**src/rtl/ps2_receiver.sv**
```systemverilog
// PS/2 host receiver: synchronizes ps2_clk/ps2_data, deframes 11-bit frames and queues scan codes.
// Define PS2_PARITY_CHECK_EN to also reject frames whose odd-parity bit is wrong.
module ps2_receiver #(
  parameter int DEPTH          = 8,
  parameter int TIMEOUT_CYCLES = 2000
) (
  input  logic       clk,
  input  logic       clrn,
  input  logic       ps2_clk,
  input  logic       ps2_data,
  input  logic       nextdata_n,
  output logic [7:0] data,
  output logic       ready,
  output logic       overflow,
  output logic       frame_err
);
  localparam int AW = $clog2(DEPTH);
  localparam int TW = $clog2(TIMEOUT_CYCLES + 1);

  logic [2:0]    ps2_clk_sync;
  logic [1:0]    ps2_data_sync;
  logic          fall;
  logic          bit_in;
  logic [3:0]    cnt;
  logic [9:0]    buffer;
  logic [TW-1:0] tcnt;
  logic          frame_done;
  logic          frame_ok;
  logic          timeout;
  logic [7:0]    fifo [DEPTH];
  logic [AW:0]   wptr;
  logic [AW:0]   rptr;
  logic          push;
  logic          pop;
  logic          full;
  logic          empty;

  function automatic logic frame_valid(input logic [9:0] b, input logic stop);
    logic ok;
    ok = ~b[0] & stop;
`ifdef PS2_PARITY_CHECK_EN
    ok = ok & (^b[9:1]);
`endif
    return ok;
  endfunction

  // Synchronizer stage: clock sync resets high so reset release never looks like a falling edge
  always_ff @(posedge clk or negedge clrn) begin
    if (!clrn) begin
      ps2_clk_sync  <= 3'b111;
      ps2_data_sync <= 2'b11;
    end else begin
      ps2_clk_sync  <= {ps2_clk_sync[1:0], ps2_clk};
      ps2_data_sync <= {ps2_data_sync[0], ps2_data};
    end
  end

  assign fall       = ps2_clk_sync[2] & ~ps2_clk_sync[1];
  assign bit_in     = ps2_data_sync[1];
  assign frame_done = fall && (cnt == 4'd10);
  assign frame_ok   = frame_valid(buffer, bit_in);
  assign timeout    = !fall && (cnt != 4'd0) && (tcnt == TW'(TIMEOUT_CYCLES));

  // Deframer stage: bits shift in from the top so the start bit lands in buffer[0] after ten edges
  always_ff @(posedge clk or negedge clrn) begin
    if (!clrn) begin
      cnt       <= '0;
      buffer    <= '0;
      tcnt      <= '0;
      frame_err <= 1'b0;
    end else begin
      frame_err <= (frame_done && !frame_ok) || timeout;
      if (fall) begin
        tcnt <= '0;
        if (cnt == 4'd10) begin
          cnt <= '0;
        end else begin
          buffer <= {bit_in, buffer[9:1]};
          cnt    <= cnt + 4'd1;
        end
      end else if (timeout) begin
        cnt  <= '0;
        tcnt <= '0;
      end else if (cnt != 4'd0) begin
        tcnt <= tcnt + 1'b1;
      end else begin
        tcnt <= '0;
      end
    end
  end

  assign full  = (wptr[AW] != rptr[AW]) && (wptr[AW-1:0] == rptr[AW-1:0]);
  assign empty = (wptr == rptr);
  assign push  = frame_done && frame_ok;
  assign pop   = !nextdata_n && !empty;

  // FIFO stage: a pop in the same cycle frees the slot a push into a full FIFO needs
  always_ff @(posedge clk or negedge clrn) begin
    if (!clrn) begin
      wptr     <= '0;
      rptr     <= '0;
      overflow <= 1'b0;
      for (int i = 0; i < DEPTH; i++) fifo[i] <= '0;
    end else begin
      if (pop) rptr <= rptr + 1'b1;
      if (push) begin
        if (!full || pop) begin
          fifo[wptr[AW-1:0]] <= buffer[8:1];
          wptr               <= wptr + 1'b1;
        end else begin
          overflow <= 1'b1;
        end
      end
    end
  end

  assign ready = !empty;
  assign data  = fifo[rptr[AW-1:0]];

endmodule

```
**config.mk**
```make
export PLATFORM = sky130hd
export DESIGN_NAME = ps2_receiver
export DESIGN_NICKNAME = d
export VERILOG_FILES = /design/src/rtl/ps2_receiver.sv
export SDC_FILE = /design/constraint.sdc
export NUM_CORES = 1
export LEC_CHECK = 0
export CORE_AREA = 4 4 95 97
export CTS_CLUSTER_SIZE = 28
export DETAILED_ROUTE_END_ITERATION = 10
export DIE_AREA = 0 0 99 101
export PLACE_DENSITY = 0.77
export SYNTH_ARGS = -nofsm -noshare
export SYNTH_HDL_FRONTEND = slang
export SYNTH_SLANG_ARGS = --single-unit
```
**constraint.sdc**
```tcl
create_clock -name clk -period 2.6 [get_ports clk]
set_input_delay 0.39 -clock clk [delete_from_list [all_inputs] [get_ports clk]]
set_output_delay 0.39 -clock clk [all_outputs]
set_load 0.02 [all_outputs]
```
; ---- Yosys cells after proc, flatten, opt, wreduce, memory -nomap -nowiden
; Index checks and enable logic that the tools add are counted.
[classes]
addsub = 4
n_lt_le_gt_ge = 3
eq_ne = 5
muxes = 12
n_bitwise = 8
reduce_logical = 20
[ops]
columns = operator, n
row1 = bitwise mux 64 bit, 1
row2 = two-way mux 11 bit, 3
row3 = binary-select mux 8 bit (select 3 bit), 1
row4 = demux 8 bit (select 3 bit), 1
row5 = two-way mux 8 bit, 3
row6 = adder 4 x 1 -> 4 bit (second input constant), 3
row7 = two-way mux 4 bit, 3
row8 = adder 11 x 1 -> 11 bit (second input constant), 1
row9 = == test 11 bit (second input constant), 1
row10 = >= comparator 4 bit (second input constant), 2
row11 = logical AND 1 bit, 8
row12 = NOT 3 -> 4 bit, 2
row13 = AND reduction 2 bit, 3
row14 = zero test 1 bit, 5
row15 = == test 4 bit, 1
row16 = == test 4 bit (second input constant), 1
row17 = less-than comparator 4 x 1 -> 1 bit (second input constant), 1
row18 = NOT 1 bit, 4
row19 = nonzero test 4 bit, 1
row20 = == test 3 bit, 1
row21 = bitwise AND 1 bit, 2
row22 = logical OR 1 bit, 2
row23 = nonzero test 2 bit, 1
row24 = inequality test 1 bit, 1
[totals]
reg_bits = 104
inputBits = 5
out_inout_bits = 11
elab_cells = 69

; ---- Logic depth before layout (Yosys ltp)
; Gate-level depths: netlist of run 1.
[logic_depth]
depth_word = 7
depth_mapped = 7
ltp_nobuf = 6

; ---- Worst setup path before layout of run 1
; Ideal clock, no wire load.
[synth_timing]
kind = register to register
startpoint = register cnt[0]
endpoint = register fifo[10] (netlist name)
setup_time_ns = 0.125
t_arrival_ns = 2.073
t_required_ns = 2.475
slack_ns = 0.402
path_stages_with_launch = 8
path_buffers = 1
synth_period_minus_slack_ns = 2.198
path_cell_list = dfrtp_1 inv_1 ha_1 nand3b_1 or2_2 buf_6 a2111oi_4 mux2_2
[synth_via]
elab_chain_len = 4
[synth_rtl]
columns = element, line_no
row1 = start: declaration, 24  ; logic [3:0] cnt;
row2 = start signal: assignment, 79  ; cnt <= cnt + 4'd1;
row3 = == test 4 bit, 60  ; assign frame_done = fall && (cnt == 4'd10);
row4 = logical AND 1 bit, 60
row5 = logical AND 1 bit, 94  ; assign push = frame_done && frame_ok;
row6 = AND reduction 2 bit (no line), n/a
row7 = end signal: indexed assignment, 108  ; fifo[wptr[AW-1:0]] <= buffer[8:1];
row8 = end: declaration, 30  ; logic [7:0] fifo [DEPTH];
; Every way passes these cells.
; A chain may end at the register's enable or synchronous reset.

; ---- Worst setup path after layout of run 1
[layout_timing]
startpoint = register rptr[0]
endpoint = output data[7]
[layout_via]
elab_chain_len = 4
[layout_rtl]
columns = element, line_no
row1 = start: declaration, 32  ; logic [AW:0] rptr;
row2 = start signal: assignment, 105  ; if (pop) rptr <= rptr + 1'b1;
row3 = NOT 3 -> 4 bit (implied by the code), 118  ; assign data = fifo[rptr[AW-1:0]];
row4 = binary-select mux 8 bit (select 3 bit), 118
row5 = two-way mux 8 bit (implied by the code) (2 in series), 118
row6 = end: declaration, 12  ; output logic [7:0] data,
; Every way passes these cells. The select of a mux whose other input is x is not followed.

==> flow_summary.toml, run 1 <==
[final_layout]
fillCellCount = 555
post-route-cell-area_um2 = 5360
regArea_um2 = 2610
multiInputGateArea_um2 = 2110
nets = 363
area_delta_synth_final_pct = 10.8
antenna_cells = 0
fin_util_pct = 65.9
fin_cells = 460
drive_gt1_share_pct = 40.3

[place]
port_buffers = 15
dpl.hpwl_mm = 5.60
placed_area_um2 = 5150
globalplace.congestion = 0.798
dp_cells = 445
post-place-ws_ps = 215

[routing]
vias_per_cell = 6.02
drtAntennaViolNets = 0
vias = 2767
route.met3.wl_um = 287
wl_met1_mm = 4.16
drt_iter0_markers = 122
highest_layer = "met4"
routed_wl_mm = 8.66
remaining_drc_errors = 0
drt-wirelength-per-cell_um = 18.8
met2_wirelength_mm = 4.06
first_pass_iters = 4

[timing]
postLayoutSetupSlackWorst_ps = 139
clock.fmax_ghz = 0.406
worst_pin_slew_ps = 914
timing.final.crit_share_pct = 94.6
setup_viol = 0
fin_hold_ws_ps = -16.2
rsz0062_at_grt = "false"
final.min_clock_period_ps = 2460
hold_violations = 12
slew_headroom_pct = 38.6
slew_viol_final = 0
finalClockSkew_ps = 15.2
fin_setup_tns_ps = 0

[cts]
cts_max_level = 3
cts-root-buf = "clkbuf_8"
clock_latency_ps = 360
cts_buffers = 9
clkTransAtPathRegs_ps = 100
cts_max_path_buffers = 2
cts_tree = "built"
postCtsSetupRepairBufs = 0
cts.sinks = 104

[synth]
ys_warn_count = 0
async_flop_share_pct = 100
synth_ff_type = "dfrtp_1"
netlist_instances = 329
synth_enable_flop_cells = 0
synth_nets = 341
syn_area_um2 = 4840
yosys.cell_types.count = 42
synth-seq-cells = 104
synth_seq_area_share_pct = 53.9
avgSynthCellArea_um2 = 14.7

[floorplanning]
die_w_um = 99
start_util_pct = 59.5
rows = 33
design.die.area_um2 = 10000
boundaryPins = 16
fp.coreArea_um2 = 8130
dieHeight_um = 101

[worst_setup_path]
slowest_stage = "mux4_2"
startpoint_type = "register"
r2r-end = "fifo[32]$_DFFE_PN0P_"
critPathMaxFanout = 14
endpoint_kind = "output port"
critPathMaxStageDelay_ps = 510
worst_ep_arrival_time_ps = 2070
worstReg2RegStart = "cnt[0]$_DFFE_PN0P_"
worst_r2r_path_depth = 7
cp_cell_sequence = "buf_12 -> mux4_2 -> mux2_2 -> dlygate4sd2_1"
worstPathRequired_ps = 2210
critPathTopFamily = "multiplexers"
critPathBufInv = 2
path_class = "reg2out"
r2r_slack_ps = 200

[global_routing]
antenna_found_initial = 0
grtUsageTotal_pct = 19.1
grt_overflow = 0
grt_start_max_net_pins = 66
grt_pass1_vias = 2784
grt_first_pass_wirelength_mm = 14.6

[pwr]
fin_total_pwr_mw = 4.13
ir_drop_mv = 0.362
p_per_area_nw_per_um2 = 770
p_leak_nw = 2.49

[min_path]
min_path_type = "in2async"

[status]
status = "finished, violations left"
violations = "hold timing"

[job]
max_cap_violations = 0
per-layer routing:
metal / GRT usage, % / vias up
met2: 28.3 / 45
met4: 6.83 / 0
li1: - / 1242
met5: 0 / -
met3: 3.94 / 13
met1: 28.2 / 1467
power by group:
group          internal, mW  total (mW)  switching (mW)
clock                 0.570        1.10           0.534
sequential             1.80        2.08           0.282
combinational         0.458       0.943           0.485
total                  2.83        4.13            1.30
worst reg2reg max path: stages (launching register included):
cell	delay, ps
dfrtp_1	440
inv_1	100
ha_1	150
nand3b_1	200
or2_2	480
a2111oi_4	300
buf_4	270
mux2_2	370
cell type report:
type                    count  area share (%)
flip-flops and latches    104            48.7
multi-input cells         201            39.4
repair buffers             29            5.00
clock buffers              11            2.64
well taps                 105            2.45
clock inverters             4            1.45
inverters                   6           0.420
synth_stat cells (2+ instances only):
library cell	instances	area, um2
inv_1	6	22.5
buf_2	3	15.0
buf_4	2	15.0
dfrtp_1	99	2480
nand3b_1	2	15.0
nand4b_1	2	17.5
nor2b_1	2	12.5
mux2_2	84	946
nor4_1	3	18.8
nand3_1	3	15.0
a2111oi_4	5	138
ha_1	7	87.6
a31o_2	2	17.5
buf_6	2	22.5
mux4_2	16	360
and3_1	5	31.3
xnor2_1	14	123
o21ai_1	2	10.0
clkbuf_1	3	11.3
xor2_1	7	61.3
nand4_1	5	31.3
nor2_1	14	52.6
o21ai_0	2	10.0
dfstp_2	5	131
buf_1	8	30.0
nand2_1	9	33.8
nor3_1	2	10.0
kinds of logic (layout without fill, tap and decap cells):
group	after synthesis	count (layout)	synth area share, %
multiplexers	100	100	27.0
flip-flops	104	104	53.9
AND/OR/NAND/NOR	55	55	6.24
XOR/XNOR	21	21	3.80
adder cells (fa/ha/maj)	7	7	1.81
buffers and inverters	24	50	2.41
AO/OA/AOI/OAI	18	18	4.79
flip-flops by register name, summed over array words and instances, names as in the netlist:
register	count
fifo	64
tcnt	11
buffer	10
cnt	4
rptr	4
wptr	4
ps2_clk_sync	3
ps2_data_sync	2
frame_err	1
overflow	1
cell usage in the layout (no fill, tap or decap), types with 5 or more instances in the layout:
master / n
inv_1: 6
clkdlybuf4s50_1: 6
xnor2_1: 14
dfstp_2: 5
ha_1: 7
dfrtp_1: 99
clkbuf_8: 10
mux4_2: 16
buf_4: 13
xor2_1: 7
and3_1: 5
mux2_2: 84
dlygate4sd2_1: 8
nand2_1: 9
a2111oi_4: 5
nand4_1: 5
nor2_1: 14
what timing repair did:
| item | in CTS | in global routing |
|---|---|---|
| hold buffers | 0 | 0 |
| resized for setup | 8 | 0 |
| endpoints found under the setup margin | 8 | 0 |
worst max path at each step:
| stage | end | slack, ps | startpoint | depth (start not counted) |
|---|---|---|---|---|
| floorplan | fifo[10]$_DFFE_PN0P_ | 400 | cnt[0]$_DFFE_PN0P_ | 7 |
| global route | fifo[62]$_DFFE_PN0P_ | 30 | rptr[0]$_DFFE_PN0P_ | 5 |
| detailed placement | fifo[21]$_DFFE_PN0P_ | 220 | cnt[0]$_DFFE_PN0P_ | 7 |
| CTS | data[7] | 130 | rptr[0]$_DFFE_PN0P_ | 4 |
| finish | data[7] | 140 | rptr[0]$_DFFE_PN0P_ | 4 |
| global placement | fifo[36]$_DFFE_PN0P_ | 270 | cnt[0]$_DFFE_PN0P_ | 7 |
Power figures use the tool's default switching activity.
==> inputs of run 2 (changes only) <==
--- a/config.mk
+++ b/config.mk
@@ -5,11 +5,13 @@
 export SDC_FILE = /design/constraint.sdc
 export NUM_CORES = 1
 export LEC_CHECK = 0
-export CORE_AREA = 4 4 95 97
+export CORE_AREA = 5 5 96 98
 export CTS_CLUSTER_SIZE = 28
 export DETAILED_ROUTE_END_ITERATION = 10
-export DIE_AREA = 0 0 99 101
+export DIE_AREA = 0 0 101 103
 export PLACE_DENSITY = 0.77
+export SKIP_CTS_REPAIR_TIMING = 1
+export SLEW_MARGIN = 40
 export SYNTH_ARGS = -nofsm -noshare
 export SYNTH_HDL_FRONTEND = slang
 export SYNTH_SLANG_ARGS = --single-unit
==> run 2 against run 1 <==
The run ends with setup timing left. Global-route usage decreased by 0.52 points. Via count down 1.5%. Clock skew shrank 4.2 ps. Cell count is 3.3% higher. Core utilization fell by 1.3 points. Die area is 4.0% higher. Maximum frequency decreased by 8.7%. Design area up 1.1%. Critical path type unchanged. Critical endpoint is now data[5]. Highest routed layer unchanged.
==> flow_summary.toml, run 2 (synthesis results as in run 1) <==
[cts]
clkTransAtPathRegs_ps = 100
clock_latency_ps = 360
cts-root-buf = "clkbuf_8"
cts_tree = "built"
cts.sinks = 104
cts_buffers = 9
cts_max_path_buffers = 2
cts_max_level = 3

[worst_setup_path]
critPathBufInv = 2
cp_cell_sequence = "buf_4 -> mux4_2 -> mux2_2 -> clkdlybuf4s50_1"
critPathMaxFanout = 11
r2r-end = "fifo[15]$_DFFE_PN0P_"
worst_r2r_path_depth = 7
path_class = "reg2out"
startpoint_type = "register"
r2r_slack_ps = 230
worst_ep_arrival_time_ps = 2300
critPathTopFamily = "buffers and inverters"
endpoint_kind = "output port"
worstReg2RegStart = "cnt[0]$_DFFE_PN0P_"
cp-startpoint = "rptr[0]$_DFFE_PN0P_"
slowest_stage = "clkdlybuf4s50_1"
critPathMaxStageDelay_ps = 550
worstPathRequired_ps = 2210

[final_layout]
top_register = "fifo"
multiInputGateArea_um2 = 2110
post-route-cell-area_um2 = 5420
nets = 374
fin_cells = 475
fin_util_pct = 64.6
mostFrequentLayoutCell = "dfrtp_1"
area_delta_synth_final_pct = 12.0
reg_top3 = "fifo: 64 flops, tcnt: 11 flops, buffer: 10 flops"
antenna_cells = 0
regArea_um2 = 2610
largest_reg_flops = 64
drive_gt1_share_pct = 42.0
final_cell_mix = "dfrtp_1, mux2_2, buf_4, mux4_2"
fillCellCount = 584

[place]
globalplace.congestion = 0.767
dpl.hpwl_mm = 6.07
dp_cells = 458
placed_area_um2 = 5220
post-place-ws_ps = 260
port_buffers = 15

[timing]
fin_setup_tns_ps = -271
worst_pin_slew_ps = 811
clock.fmax_ghz = 0.371
slew_viol_final = 0
postLayoutSetupSlackWorst_ps = -93.7
timing.final.crit_share_pct = 104
fin_hold_ws_ps = 363
finalClockSkew_ps = 11.0
hold_violations = 0
rsz0062_at_grt = "true"
setup_viol = 4
slew_headroom_pct = 45.6
final.min_clock_period_ps = 2690

[floorplanning]
design.die.area_um2 = 10400
start_util_pct = 57.7
rows = 34
boundaryPins = 16
dieHeight_um = 103
die_w_um = 101
fp.coreArea_um2 = 8380

[global_routing]
grt_start_max_net_pins = 55
grt_overflow = 0
antenna_found_initial = 0
grt_pass1_vias = 2879
grtUsageTotal_pct = 18.6
grt_first_pass_wirelength_mm = 14.8

[status]
violations = "setup timing"
status = "finished, violations left"

[pwr]
p_per_area_nw_per_um2 = 729
p_leak_nw = 2.56
fin_total_pwr_mw = 3.95
ir_drop_mv = 0.387

[min_path]
min_from = "ps2_data_sync[0]$_DFF_PN1_"
hold_path_depth = 0
min_path_type = "reg2reg"
holdPathEnd = "ps2_data_sync[1]$_DFF_PN1_"

[routing]
vias = 2726
routed_wl_mm = 8.61
drtAntennaViolNets = 0
vias_per_cell = 5.74
first_pass_iters = 4
drt-wirelength-per-cell_um = 18.1
drt_iter0_markers = 99
remaining_drc_errors = 0

[job]
max_cap_violations = 0
-- run 2: cell count changes in the layout (fill, tap and decap cells not counted), sizes merged, moves of 2 or more --
cell / delta
inv: +2
clkinv: +2
clkdlybuf4s50: +4
dlymetal6s2s: +4
buf: +10
dlygate4sd2: -8
bufinv: -2
-- run 2: worst max-delay path by stage --
stage	cells after the start	to
floorplan	7	fifo[10]$_DFFE_PN0P_
finish	4	data[5]
CTS	4	data[6]
global route	4	data[5]
detailed placement	7	fifo[15]$_DFFE_PN0P_
global placement	7	fifo[44]$_DFFE_PN0P_
-- run 2: power breakdown --
group	switching, mW	total [mW]	internal [mW]
Sequential	0.267	2.07	1.80
Combinational	0.493	0.956	0.463
Clock	0.558	0.922	0.364
-- run 2: final cells by class --
class / count / share of cell area, %
Clock buffer: 10 / 2.36
Clock inverter: 6 / 0.947
Timing Repair Buffer: 40 / 6.65
Multi-Input combinational cell: 201 / 39.0
Tap cell: 108 / 2.49
Inverter: 6 / 0.416
Sequential cell: 104 / 48.2
-- run 2: layer usage --
layer	wire [um]	vias up	track usage, %	share of wire, %
li1	-	1263	-	-
met2	4260	37	30.7	49
met3	281	7	3.86	3.3
met1	3980	1419	25.5	46
met4	90	0	4.60	1.0
met5	0	-	0	0
